--- src/rtl/pwm_capture_if.sv ---
// Signal bundle between a PWM source and the pwm_capture block; the duty output
// is present only when PWM_CAPTURE_DUTY_EN is defined.
interface pwm_capture_if #(
  parameter int CNT_W = 16
);
  logic             i_pwm;
  logic             i_enable;
  logic [CNT_W-1:0] o_period;
  logic [CNT_W-1:0] o_high;
  logic             o_valid;
  logic             o_timeout;
  logic             o_level;
`ifdef PWM_CAPTURE_DUTY_EN
  logic [6:0]       o_duty_pct;

  modport master (
    output i_pwm, i_enable,
    input  o_period, o_high, o_valid, o_timeout, o_level, o_duty_pct
  );
  modport slave (
    input  i_pwm, i_enable,
    output o_period, o_high, o_valid, o_timeout, o_level, o_duty_pct
  );
`else
  modport master (
    output i_pwm, i_enable,
    input  o_period, o_high, o_valid, o_timeout, o_level
  );
  modport slave (
    input  i_pwm, i_enable,
    output o_period, o_high, o_valid, o_timeout, o_level
  );
`endif
endinterface

--- src/rtl/pwm_capture.sv ---
// PWM period/high-time meter; PWM_CAPTURE_DUTY_EN adds a duty-cycle divider (+CNT_W+7 cycles).
// Result strobe SYNC_STAGES+1 edges after the synchronised rise; no backpressure, results are strobed.
module pwm_capture #(
  parameter int CNT_W       = 16,
  parameter int SYNC_STAGES = 2
) (
  input  logic          clk,
  input  logic          rst,
  pwm_capture_if.slave  bus
);
  localparam logic [CNT_W-1:0] CNT_MAX   = '1;
  localparam logic [1:0]       S_IDLE    = 2'd0;
  localparam logic [1:0]       S_MEASURE = 2'd1;
`ifdef PWM_CAPTURE_DUTY_EN
  localparam logic [1:0]       S_DIVIDE  = 2'd2;
  localparam int               DIV_N     = CNT_W + 7;
  localparam int               DIVC_W    = $clog2(DIV_N);
  localparam logic [DIV_N-1:0] HUNDRED   = DIV_N'(100);
`endif

  logic [SYNC_STAGES-1:0] sync_q;
  logic                   prev_q;
  logic                   sync, rise, fall, track_fall;
  logic [1:0]             state_q, state_d;
  logic [CNT_W-1:0]       cnt_q, cnt_d;
  logic [CNT_W-1:0]       high_lat_q, high_lat_d;
  logic [CNT_W-1:0]       period_q, period_d;
  logic [CNT_W-1:0]       high_q, high_d;
  logic                   valid_q, valid_d;
  logic                   timeout_q, timeout_d;
`ifdef PWM_CAPTURE_DUTY_EN
  logic [DIVC_W-1:0]      div_cnt_q, div_cnt_d;
  logic [DIV_N-1:0]       dvd_q, dvd_d;
  logic [CNT_W-1:0]       rem_q, rem_d;
  logic [CNT_W-1:0]       pper_q, pper_d;
  logic [CNT_W-1:0]       phigh_q, phigh_d;
  logic [6:0]             duty_q, duty_d;
  logic [DIV_N-1:0]       prod, quo_nxt;
  logic [CNT_W:0]         shifted;
  logic                   ge;
`endif

  assign sync = sync_q[SYNC_STAGES-1];
  assign rise = sync & ~prev_q;
  assign fall = ~sync & prev_q;

`ifdef PWM_CAPTURE_DUTY_EN
  // A short high phase can end while the previous result is still dividing.
  assign track_fall = (state_q == S_MEASURE) || (state_q == S_DIVIDE);

  // Restoring divider: dvd_q shifts dividend bits out the top and quotient bits in the bottom.
  assign prod    = {7'd0, high_lat_q} * HUNDRED;
  assign shifted = {rem_q, dvd_q[DIV_N-1]};
  assign ge      = shifted >= {1'b0, pper_q};
  assign quo_nxt = {dvd_q[DIV_N-2:0], ge};
`else
  assign track_fall = (state_q == S_MEASURE);
`endif

  always_comb begin
    state_d    = state_q;
    high_lat_d = high_lat_q;
    period_d   = period_q;
    high_d     = high_q;
    valid_d    = 1'b0;
    timeout_d  = timeout_q;
    cnt_d      = cnt_q;
`ifdef PWM_CAPTURE_DUTY_EN
    div_cnt_d  = div_cnt_q;
    dvd_d      = dvd_q;
    rem_d      = rem_q;
    pper_d     = pper_q;
    phigh_d    = phigh_q;
    duty_d     = duty_q;
`endif

    if (rise) begin
      cnt_d = CNT_W'(1);
    end else if (cnt_q != CNT_MAX) begin
      cnt_d = cnt_q + CNT_W'(1);
    end

    if (fall && track_fall) begin
      high_lat_d = cnt_q;
    end

    if (!bus.i_enable) begin
      state_d = S_IDLE;
    end else begin
      case (state_q)
        S_IDLE: begin
          if (rise) state_d = S_MEASURE;
        end
        S_MEASURE: begin
          // A rise in the saturation cycle still closes a valid period.
          if (rise) begin
`ifdef PWM_CAPTURE_DUTY_EN
            pper_d    = cnt_q;
            phigh_d   = high_lat_q;
            dvd_d     = prod;
            rem_d     = '0;
            div_cnt_d = '0;
            state_d   = S_DIVIDE;
`else
            period_d  = cnt_q;
            high_d    = high_lat_q;
            valid_d   = 1'b1;
            timeout_d = 1'b0;
`endif
          end else if (cnt_q == CNT_MAX) begin
            timeout_d = 1'b1;
            state_d   = S_IDLE;
          end
        end
`ifdef PWM_CAPTURE_DUTY_EN
        S_DIVIDE: begin
          rem_d     = ge ? CNT_W'(shifted - {1'b0, pper_q}) : shifted[CNT_W-1:0];
          dvd_d     = quo_nxt;
          div_cnt_d = div_cnt_q + DIVC_W'(1);
          if (div_cnt_q == DIVC_W'(DIV_N - 1)) begin
            period_d  = pper_q;
            high_d    = phigh_q;
            duty_d    = quo_nxt[6:0];
            valid_d   = 1'b1;
            timeout_d = 1'b0;
            state_d   = S_MEASURE;
          end
        end
`endif
        default: state_d = S_IDLE;
      endcase
    end
  end

  always_ff @(posedge clk) begin
    if (rst) begin
      sync_q     <= '0;
      prev_q     <= 1'b0;
      state_q    <= S_IDLE;
      cnt_q      <= '0;
      high_lat_q <= '0;
      period_q   <= '0;
      high_q     <= '0;
      valid_q    <= 1'b0;
      timeout_q  <= 1'b0;
`ifdef PWM_CAPTURE_DUTY_EN
      div_cnt_q  <= '0;
      dvd_q      <= '0;
      rem_q      <= '0;
      pper_q     <= '0;
      phigh_q    <= '0;
      duty_q     <= '0;
`endif
    end else begin
      sync_q     <= {sync_q[SYNC_STAGES-2:0], bus.i_pwm};
      prev_q     <= sync;
      state_q    <= state_d;
      cnt_q      <= cnt_d;
      high_lat_q <= high_lat_d;
      period_q   <= period_d;
      high_q     <= high_d;
      valid_q    <= valid_d;
      timeout_q  <= timeout_d;
`ifdef PWM_CAPTURE_DUTY_EN
      div_cnt_q  <= div_cnt_d;
      dvd_q      <= dvd_d;
      rem_q      <= rem_d;
      pper_q     <= pper_d;
      phigh_q    <= phigh_d;
      duty_q     <= duty_d;
`endif
    end
  end

  assign bus.o_period  = period_q;
  assign bus.o_high    = high_q;
  assign bus.o_valid   = valid_q;
  assign bus.o_timeout = timeout_q;
  assign bus.o_level   = sync;
`ifdef PWM_CAPTURE_DUTY_EN
  assign bus.o_duty_pct = duty_q;
`endif

endmodule

--- src/flat_wrapper.sv ---
// flat-port wrapper written by rule: the top's interface ports become plain ports
module pwm_capture_flat 
#(
  parameter int CNT_W       = 16,
  parameter int SYNC_STAGES = 2
)
  (clk, rst, bus_i_pwm, bus_i_enable, bus_o_period, bus_o_high, bus_o_valid, bus_o_timeout, bus_o_level);
  pwm_capture_if #(.CNT_W(CNT_W)) bus_i ();
  input  logic clk;
  input  logic rst;
  input wire logic [$bits(bus_i.i_pwm)-1:0] bus_i_pwm;
  input wire logic [$bits(bus_i.i_enable)-1:0] bus_i_enable;
  output wire logic [$bits(bus_i.o_period)-1:0] bus_o_period;
  output wire logic [$bits(bus_i.o_high)-1:0] bus_o_high;
  output wire logic [$bits(bus_i.o_valid)-1:0] bus_o_valid;
  output wire logic [$bits(bus_i.o_timeout)-1:0] bus_o_timeout;
  output wire logic [$bits(bus_i.o_level)-1:0] bus_o_level;
  assign bus_i.i_pwm = bus_i_pwm;
  assign bus_i.i_enable = bus_i_enable;
  assign bus_o_period = bus_i.o_period;
  assign bus_o_high = bus_i.o_high;
  assign bus_o_valid = bus_i.o_valid;
  assign bus_o_timeout = bus_i.o_timeout;
  assign bus_o_level = bus_i.o_level;
  pwm_capture #(.CNT_W(CNT_W), .SYNC_STAGES(SYNC_STAGES)) u_core (.clk(clk), .rst(rst), .bus(bus_i));
endmodule
--- config.mk ---
export PLATFORM = sky130hd
export DESIGN_NAME = pwm_capture_flat
export DESIGN_NICKNAME = d
export VERILOG_FILES = /design/src/rtl/pwm_capture_if.sv /design/src/rtl/pwm_capture.sv /design/src/flat_wrapper.sv
export SDC_FILE = /design/constraint.sdc
export NUM_CORES = 1
export LEC_CHECK = 0
export CORE_MARGIN = 3
export CORE_UTILIZATION = 30
export DETAILED_ROUTE_END_ITERATION = 7
export PLACE_DENSITY_LB_ADDON = 0.1
export SLEW_MARGIN = 20
export SYNTH_ARGS = -nofsm -noshare
export SYNTH_HDL_FRONTEND = slang
export SYNTH_SLANG_ARGS = --single-unit
export TNS_END_PERCENT = 1
--- constraint.sdc ---
create_clock -name clk -period 2 [get_ports clk]
set_clock_uncertainty 0.05 [all_clocks]
set_input_delay 0.2 -clock clk [delete_from_list [all_inputs] [get_ports clk]]
set_output_delay 0.2 -clock clk [all_outputs]
set_load 0.05 [all_outputs]
# Word-level counts from Yosys, hierarchy flattened
# Cells that the tools add are included.
[op_classes]
addsub = 1
eq_ne = 6
mux = 9
bitwise = 6
reduce_logical = 10
[ops]
columns = ["op", "n"]
rows = [
  ["$add A16 B1 Y16 const B", 1],
  ["$eq A16 B16 Y1 const B", 1],
  ["$ne A16 B16 Y1 const B", 1],
  ["$reduce_and A3 Y1", 3],
  ["$mux W2", 3],
  ["$mux W1", 5],
  ["$ne A2 B2 Y1 const B", 2],
  ["$not A1 Y1", 4],
  ["$pmux W2 S2", 1],
  ["$reduce_bool A2 Y1", 2],
  ["$reduce_or A2 Y1", 2],
  ["$reduce_or A3 Y1", 1],
  ["$and A1 B1 Y1", 2],
  ["$eq A2 B1 Y1 const B", 1],
  ["$logic_not A2 Y1", 1],
  ["$ne A2 B1 Y1 const B", 1],
  ["$logic_and A1 B1 Y1", 1],
]
[word_totals]
register_bits = 71
inputBits = 4
out_inout_bits = 35
wordCells = 42

# Longest topological paths before layout
[logic_depth]
word_depth = 4
ltp_mapped = 6
mapped_depth_nobuf = 5

# Worst setup path before layout
# OpenSTA, ideal clock, no wires.
[synth_timing]
path_type = "register -> register"
startpoint = "reg u_core.cnt_q[0]"
endpoint = "reg u_core.cnt_q[0]"
setup_time_ns = 0.132
arrival_time_ns = 1.617
required_ns = 1.818
slack_ns = 0.200
stages_incl_launch_ff = 7
n_path_buf = 1
synth_period_minus_slack_ns = 1.800
cell_sequence = "dfxtp_1 ha_1 nand4_1 or4_1 clkbuf_2 xnor2_1 a21oi_1"
[synth_between]
elab_chain_len = 3
elab_cells_between_ends = 5
classes_between = "add/sub: 1; eq/ne: 1; mux: 2; reduce/logical: 1"
[synth_rtl]
columns = ["item", "line", "source"]
rows = [
  ["from (decl)", "pwm_capture.sv:25", "logic [CNT_W-1:0] cnt_q, cnt_d;"],
  ["from (signal assigned)", "pwm_capture.sv:158", "cnt_q <= cnt_d;"],
  ["$add A16 B1 Y16", "pwm_capture.sv:80", "cnt_d = cnt_q + CNT_W'(1);"],
  ["$mux W1", "pwm_capture.sv:79", "end else if (cnt_q != CNT_MAX) begin"],
  ["$mux W1", "pwm_capture.sv:77", "if (rise) begin"],
]
# Parallel ways exist; a longest one is shown, timed or not. The select of a mux whose other input is x is not followed.
# A chain may end at the register's enable or synchronous reset.

# Worst setup path after layout
[layout_timing]
startpoint = "reg u_core.sync_q[1]"
endpoint = "out bus_o_level"
[layout_rtl]
columns = ["item", "line", "source"]
rows = [
  ["from (decl)", "pwm_capture.sv:21", "logic [SYNC_STAGES-1:0] sync_q;"],
  ["from (signal assigned)", "pwm_capture.sv:155", "sync_q <= {sync_q[SYNC_STAGES-2:0], bus.i_pwm};"],
  ["to (decl)", "flat_wrapper.sv:17", "output wire logic [$bits(bus_i.o_level)-1:0] bus_o_level;"],
]
# No word-level cell between the ends.

==> results.md <==
- Status: finished, final reports clean
- Synth Warn #: 0
- Clock root buffer: clkbuf_8
- Post-CTS setup buffer count: 0
- Total grt overflow: 0
- CTS tree: yes
- Tmin final: 1.80 ns
- Power Density: roughly 840 mW/mm^2
- I/O Buffers: 38
- Vias in the first global route: roughly 2.3k
- Post-CTS sizing: 0
- Critical-path cell list: clkdlybuf4s50_1
- Post-synth top area cell: dfxtp_1
- CORE AREA: between 0.008 and 0.009 sq mm
- Post-synth EDFFs: 0
- Fillcell total: between 800 and 900
- Clk sink count: 70
- Ys async rst share: 0
- Row count: 33
- Synth top area cells: dfxtp_1 (53%), nand2_1 (14%), a21oi_1 (10%)
- Yosys top cell area share: 0.534
- Hold Path Class: in2reg
- Initial Util: 0.315
- Max-cap viol count: 0
- First-pass iteration count of the detailed router: 4
- Hold-fix buffers, CTS: 0
- Post-Syn Area: around 0.0026 sq mm
- CTS max path bufs: 2
- Residual DRC: 0
- Seq/Total Area, Yosys: 0.534
- Fmax: about 0.56 GHz
- DP Wirelength: around 4600 um
- Data required time of the worst path: roughly 1.8 ns
- Crit path max-delay cell type: clkdlybuf4s50_1
- CTS H-tree lvls: 3
- Layout cell share with drive strength beyond 1: 0.100
- Initial antenna violation count: 0
- Die H: between 90 and 100 um
- Die width: between 90 and 100 um
- Flops & latches, synth: 70
- Final WS setup: 0.205 ns
- Worst EP arrival: 1.55 ns
- CP max FO: 5
- Worst slew pin tran: approximately 0.67 ns
- RSZ-0062 raised after global routing: false
- Via density: 4.87
- GRT Total Usage: 0.142
- Layout area overhead: 30.1%
- Logic gate share of total power: 0.023
- Setup WS pre-CTS: around 0.22 ns
- # nets final: 370
- Critical path endpoint category: output port
- Final wirelength: 6550 um
- Ys flop type: dfxtp_1
- # IOs: 39
- Final Slew Violations: 0
- Slew headroom: 0.555
- Switching Share: 0.216
- Avg Cell Area, Syn: ~8.2 sq um
- Clock Latency Late Sink: about 0.35 ns
- GP Congestion: roughly 0.83
- Slowest stage delay, CP: a little over 0.8 ns
- Cell variety after synth: 38
- Leak: 0.00114 uW
- Die Area: between 0.009 and 0.01 sq mm
- Post-synth top cells: nand2_1 (101), dfxtp_1 (70), a21oi_1 (55)
- VDD IR-drop max: 0.383 mV
- # diodes: 0
- Crit path buffers/inverters: 1
- P_int: about 2300 uW
- Fin Setup TNS: 0 ns
- Mapped Cells: 320
- Via count: 2315
- CP delay by family, top: buffers and inverters
- Reg power frac: 0.490
- # setup viols final: 0
- ANT nets after route: 0
- Power share of the clock group: 0.487
- Hold Vio Cnt, Final: 0
- Crit start category: register
- Final Cycle Share: 0.898
- Largest net degree at the start of global routing: 36
- Most instantiated library cell after synthesis: nand2_1
- Setup CP Type: reg2out
- Clk slew on worst S/H paths: around 0.090 ns
- Routed len/inst: ~14 um
- Initial DRC count: slightly above 90
- First-pass GRT wire length: between 10000 and 15000 um
- Net count after synthesis: between 300 and 400
- Reg2Reg Setup Slack: between 0.2 and 0.25 ns
- P_sw: 620 uW
- Cts bufs inserted: 9
## cell usage in the layout (no fill, tap or decap), types with 3 or more instances in the layout
cell type and n:
a21oi_1 55, a31oi_1 5, and2_1 4, and3_1 5, buf_4 16, bufinv_16 3
clkbuf_8 9, clkdlybuf4s50_1 37, dfxtp_1 70, nand2_1 101, nand3_1 3, nand4_1 6
nor2_1 7, nor2b_1 4, o21ai_0 5, xnor2_1 3
## cells by family after synthesis
group / synth area share
xor gates and xnor gates: 0.0100
adders and majority gates: 0.00477
and+or+nand+nor: 0.247
buffers and inverters: 0.0343
AOI/OAI and AO/OA: 0.166
muxes: 0.00381
DFF: 0.534
## per-stage QoR
step | std cells | area, sq um | hold slack [ns] | power, uW | util
floorplan | 320 | 2630 | 0.278 | 1480 | -
global placement | 459 | 3170 | 0.368 | 1510 | 0.380
detailed placement | 459 | 3170 | 0.381 | 1510 | 0.380
CTS | 475 | 3410 | 0.207 | 2930 | 0.409
global route | 475 | 3410 | 0.253 | 2990 | 0.409
finish | 475 | 3410 | 0.224 | 2880 | 0.409
## layout make-up
type	count	area, sq um	share of cell area
inverter	2	7.51	0.00220
clock inverter	7	121	0.0355
tap	105	131	0.0385
timing repair buffer	54	495	0.145
sequential	70	1400	0.410
clock buffer	9	124	0.0363
multi-input combinational	228	1130	0.332
## worst reg2reg max path: cells and delay by family (launching register included)
family / cells / cell delay, ns
xor gates and xnor gates: 1 / 0.19
AOI/OAI and AO/OA: 1 / 0.08
and+or+nand+nor: 2 / 0.73
DFF: 1 / 0.41
adders and majority gates: 1 / 0.20
## flip-flops by register name, summed over array words and instances, names as in the netlist
| signal | flops |
|---|---|
| u_core.bus.o_valid | 1 |
| u_core.sync_q | 2 |
| u_core.bus.o_period | 16 |
| u_core.high_lat_q | 16 |
| u_core.cnt_q | 16 |
| u_core.bus.o_timeout | 1 |
| u_core.state_q | 1 |
| u_core.prev_q | 1 |
| u_core.bus.o_high | 16 |
## power by group through the flow
| stage | clock network [uW] | logic, uW | registers, uW |
|---|---|---|---|
| floorplan | 0 | 39.8 | 1440 |
| global placement | 0 | 67.8 | 1440 |
| detailed placement | 0 | 66.6 | 1440 |
| CTS | 1450 | 67.0 | 1410 |
| global route | 1510 | 72.3 | 1410 |
| finish | 1400 | 65.3 | 1410 |
## metal layers
metal | routed length, um | global-route usage
met1 | 3300 | 0.187
met3 | 261 | 0.0456
met4 | 93 | 0.0567
met5 | 0 | 0
met2 | 2900 | 0.215
## worst paths after layout
| path | start | to | cells past startpoint |
|---|---|---|---|
| max | u_core.sync_q[1] | bus_o_level | 1 |
| min | rst | u_core.bus.o_valid | 2 |
| max reg2reg | u_core.cnt_q[1] | u_core.cnt_q[0] | 5 |
| min reg2reg | u_core.high_lat_q[8] | u_core.bus.o_high[8] | 2 |
Note: power is estimated with default switching activity, not from simulation.
